--- src/rtl/execute_issue_ctrl.sv ---
// execute_issue_ctrl: 2-entry in-order issue buffer feeding Execute, holding
// multi-cycle instructions for MULTI_LAT cycles and discarding work on flush.
module execute_issue_ctrl #(
    parameter int ADDR_WIDTH = 32,
    parameter int INSN_WIDTH = 32,
    parameter int MULTI_LAT  = 4
) (
    input  logic                  clk,
    input  logic                  rst,
    input  logic                  in_valid,
    output logic                  in_ready,
    input  logic [ADDR_WIDTH-3:0] in_addr,
    input  logic [INSN_WIDTH-1:0] in_insn,
    input  logic                  in_multi,
    input  logic                  flush,
    output logic                  ex_valid,
    output logic [ADDR_WIDTH-3:0] ex_addr,
    output logic [INSN_WIDTH-1:0] ex_insn,
    output logic                  ex_first,
    output logic                  ex_busy,
    output logic [1:0]            occupancy
);
    typedef enum logic {IDLE, MULTI} state_t;

    localparam logic [3:0] LAT_M1 = 4'(MULTI_LAT - 1);

    logic [ADDR_WIDTH-3:0] r_addr [2];
    logic [INSN_WIDTH-1:0] r_insn [2];
    logic [1:0]            r_multi;
    logic                  r_wp;
    logic                  r_rp;
    logic [1:0]            r_count;
    state_t                r_state;
    logic [3:0]            r_cnt;
    logic                  w_pop;
    logic                  w_push;

    assign ex_valid  = r_count != 2'd0;
    assign ex_addr   = r_addr[r_rp];
    assign ex_insn   = r_insn[r_rp];
    assign ex_first  = ex_valid && r_state == IDLE;
    assign ex_busy   = r_state == MULTI;
    assign occupancy = r_count;

    // A head leaves after one cycle, or after the counter reaches the last cycle of a multi.
    assign w_pop    = !flush && ex_valid && (r_state == IDLE ? !r_multi[r_rp] : r_cnt == LAT_M1);
    assign in_ready = !flush && (r_count != 2'd2 || w_pop);
    assign w_push   = in_valid && in_ready;

    always_ff @(posedge clk or posedge rst) begin
        if (rst) begin
            for (int k = 0; k < 2; k++) begin
                r_addr[k] <= '0;
                r_insn[k] <= '0;
            end
            r_multi <= '0;
            r_wp    <= 1'b0;
            r_rp    <= 1'b0;
            r_count <= 2'd0;
            r_state <= IDLE;
            r_cnt   <= 4'd0;
        end else if (flush) begin
            r_wp    <= 1'b0;
            r_rp    <= 1'b0;
            r_count <= 2'd0;
            r_state <= IDLE;
            r_cnt   <= 4'd0;
        end else begin
            if (w_push) begin
                r_addr[r_wp]  <= in_addr;
                r_insn[r_wp]  <= in_insn;
                r_multi[r_wp] <= in_multi;
                r_wp          <= !r_wp;
            end
            if (w_pop)
                r_rp <= !r_rp;
            r_count <= r_count + {1'b0, w_push} - {1'b0, w_pop};
            if (r_state == IDLE && ex_valid && r_multi[r_rp]) begin
                r_state <= MULTI;
                r_cnt   <= 4'd1;
            end else if (r_state == MULTI) begin
                r_state <= r_cnt == LAT_M1 ? IDLE : MULTI;
                r_cnt   <= r_cnt == LAT_M1 ? 4'd0 : r_cnt + 4'd1;
            end
        end
    end
endmodule

--- config.mk ---
export PLATFORM = sky130hd
export DESIGN_NAME = execute_issue_ctrl
export DESIGN_NICKNAME = d
export VERILOG_FILES = /design/src/rtl/execute_issue_ctrl.sv
export SDC_FILE = /design/constraint.sdc
export NUM_CORES = 1
export LEC_CHECK = 0
export ABC_CLOCK_PERIOD_IN_PS = 5200
export BUFFER_PORTS_ARGS = -buffer_cell sky130_fd_sc_hd__buf_2
export CORE_ASPECT_RATIO = 1.5
export CORE_MARGIN = 1.5
export CORE_UTILIZATION = 23
export DETAILED_ROUTE_END_ITERATION = 8
export PLACE_DENSITY = 0.48
export SYNTH_ARGS = -nofsm -noshare
export SYNTH_HDL_FRONTEND = slang
export SYNTH_SLANG_ARGS = --single-unit
--- constraint.sdc ---
create_clock -name clk -period 5.2 [get_ports clk]
set_clock_uncertainty 0.1 [all_clocks]
set_input_delay 1.04 -clock clk [delete_from_list [all_inputs] [get_ports clk]]
set_output_delay 1.04 -clock clk [all_outputs]
set_load 0.05 [all_outputs]
==> results.cfg <==
[run_status]
status = finished, final reports clean

[timing]
setup_violations = 0
finalMaxSlewViolations = 0
hold_viol = 0
tightest_slew_ps = 946
fmax_mhz = 298
rsz0062_at_grt = false
period_share_pct = 64.5
min_period_ps = 3350
finalSetupTns_ps = 0
relSlewSlack_pct = 36.9
layout_setup_ws_ps = 1850

[yosys]
synth_warnings = 0
synth_common_cells = dfrtp_1, mux2_2, mux2_1
synth_nets = 459
synth-main-ff-cell = dfrtp_1
synth-edff-count = 0
yosysMostFrequentCell = dfrtp_1
synth_area_leaders = dfrtp_1, mux2_2, mux2_1, buf_6, ha_1
synth_seq_cells = 135
synth_area_per_cell_um2 = 15.4
netlist_instances = 389
synthArstFlopShare_pct = 100
synth_cell_types = 28
yosys.area.top_type_share_pct = 56.3
netlist_area_um2 = 6000
synth_top_area_cell = dfrtp_1
ys_seq_area_share_pct = 56.3

[worst_hold_path]
worst_hold_path_type = reg -> reg
worstHoldStart = r_insn[35]$_DFFE_PP0P_

[final_layout]
layout.cells.non_filler = 871
antennaDiodeCount = 0
fillers = 2677
drive_above_1_share_pct = 54.1
fin_nets = 596
area_growth_pct = 25.9

[cts]
clk_latency_ps = 420
clk_pin_slew_worst_paths_ps = 60
clockBufferDepth = 2
cts_buffers = 17
cts_hold_buf = 0
postCtsSetupBuffers = 0
cts_root_buf = clkbuf_16
cts_tree = done
cts_resized = 0
cts.sinks = 135
htreeDepth = 4

[routing]
met2_length_um = 7090
drt-met1-wl_um = 5110
drc = 0
drt-vias-per-instance = 4.23
post_drt_wl_per_cell_um = 15.2
firstDrtPassIters = 4
dr.max_layer_used = met4
antenna_left = 0
dr.first_iter.drc_count = 39
vias = 3681
drt_wl_total_um = 13200
wl_met3_um = 774

[floorplan]
io_pins = 135
dieArea_um2 = 27100
initial_core_util_pct = 23.3
rows = 72
core_area_um2 = 25800
die_w_um = 135
die_h_um = 201

[place]
placed_cells = 840
hpwl_um = 8840
dp_slack_ps = 2240
gp_congestion = 0.648
port_buffers = 134

[setup_path]
path_class = reg -> out
slowest_delay_ps = 690
startpoint_type = flip-flop
crit_required_ps = 4060
cpMaxStageDelayCell = buf_4
critPathMaxFanout = 64
r2r_end = r_addr[19]$_DFFE_PP0P_
crit_cells = 3
worst_ep_arrival_time_ps = 2210
path_cells = buf_4 > mux2_2 > buf_2
r2r_start = ex_busy$_DFF_PP0_
worst_setup_path_end_kind = output pin
cp_top_family = buffers and inverters
cp.buffers_inverters = 2
worstSetupEndpoint = ex_insn[26]
critPathLaunch = r_rp$_DFFE_PP0P_
rr_worst_depth = 5
rrSetupSlack_ps = 2440

[grt]
gr-total-overflow = 0
grt_pass1_vias = 4286
grt_usage_pct = 10.5
antenna_found_initial = 0
grt_max_degree = 94
grt_pass1_wl_um = 21700

[pwr]
power_density_nw_per_um2 = 729
total_power_mw = 5.51
p_leak_nw = 3.36
peakVddDrop_uv = 336

[flow_run]
maxCapViolCount = 0
[routing by layer]
layer | global-route usage, % | up-vias
met1 | 10.8 | 1896
met2 | 18.6 | 94
li1 | - | 1674
met5 | 0 | -
met3 | 3.74 | 17
met4 | 5.03 | 0
[state kept, by name, indices dropped and copies added (netlist names)]
register   count
ex_busy        1
occupancy      2
r_addr        60
r_cnt          4
r_insn        64
r_multi        2
r_rp           1
r_wp           1
[report_power, final]
group	switching, mW	internal (mW)
Sequential	0.230	1.51
Combinational	1.69	0.854
Clock	0.442	0.786
Total	2.36	3.15
[cells by family after synthesis]
logic type	after synthesis	synth area share, %
flops	135	56.3
buf+inv	25	3.19
xor+xnor	4	0.584
simple gates	23	2.50
compound gates	7	0.813
mux	192	36.0
fa+ha+maj	3	0.625
[cell type report]
| type | instances | area (um^2) | share of cell area [%] |
|---|---|---|---|
| Clock buffer | 22 | 474 | 6.27 |
| Clock inverter | 9 | 124 | 1.64 |
| Inverter | 3 | 16.3 | 0.215 |
| Multi-Input combinational cell | 229 | 2430 | 32.2 |
| Sequential cell | 135 | 3380 | 44.7 |
| Tap cell | 333 | 417 | 5.51 |
| Timing Repair Buffer | 140 | 716 | 9.47 |
[worst reg2reg max path: cells and delay by family (launching register included)]
kind	cells	cell delay, ps
flip-flops	1	520
multiplexers	1	400
AND/OR/NAND/NOR	2	860
AO/OA/AOI/OAI	1	250
buffers and inverters	1	510
[through the flow]
stage               area (um^2)  util, %  hold WS (ps)
global placement           6960     27.0           363
global route               7560     29.3           398
CTS                        7560     29.3           384
floorplan                  6000        -           354
finish                     7560     29.3           377
detailed placement         6960     27.0           371
[how the worst min path moves through the flow]
| stage | endpoint | slack (ps) | depth (start not counted) |
|---|---|---|---|
| 3_5_place_dp | r_insn[35]$_DFFE_PP0P_ | 370 | 1 |
| 4_1_cts | r_insn[47]$_DFFE_PP0P_ | 380 | 1 |
| 5_1_grt | r_insn[35]$_DFFE_PP0P_ | 400 | 1 |
| 2_1_floorplan | r_addr[30]$_DFFE_PP0P_ | 350 | 1 |
| 6_report | r_insn[35]$_DFFE_PP0P_ | 380 | 1 |
| 3_3_place_gp | r_addr[38]$_DFFE_PP0P_ | 360 | 1 |
[cells in the final DEF, fill, tap and decap left out]
| master | synthesis | routed |
|---|---|---|
| a21oi_1 | 4 | 4 |
| clkbuf_16 | 0 | 17 |
| or3b_1 | 1 | 1 |
| nor3_1 | 5 | 5 |
| nand2b_1 | 1 | 1 |
| nor2_1 | 4 | 4 |
| nor3b_1 | 1 | 1 |
| o221ai_2 | 1 | 1 |
| nor3_4 | 1 | 1 |
| mux2_1 | 73 | 73 |
| dfrtp_2 | 0 | 1 |
| o22a_1 | 1 | 1 |
| mux2_2 | 116 | 116 |
| bufinv_16 | 0 | 3 |
| ha_1 | 3 | 3 |
| clkinv_4 | 0 | 1 |
| mux2i_2 | 1 | 1 |
| nand4b_1 | 1 | 1 |
| clkbuf_1 | 9 | 2 |
| buf_4 | 0 | 6 |
| clkbuf_8 | 0 | 3 |
| mux2i_1 | 2 | 2 |
| inv_1 | 3 | 2 |
| clkinv_2 | 0 | 5 |
| nor3b_2 | 1 | 1 |
| nand3b_1 | 2 | 2 |
| xnor2_1 | 1 | 1 |
| buf_2 | 0 | 134 |
| nand4_1 | 1 | 1 |
| inv_6 | 0 | 1 |
| nor2b_1 | 2 | 2 |
| xor2_1 | 3 | 3 |
| or3_1 | 2 | 2 |
| dfrtp_1 | 135 | 134 |
| nand2_1 | 1 | 1 |
| o21ai_0 | 1 | 1 |
Power figures use the tool's default switching activity.
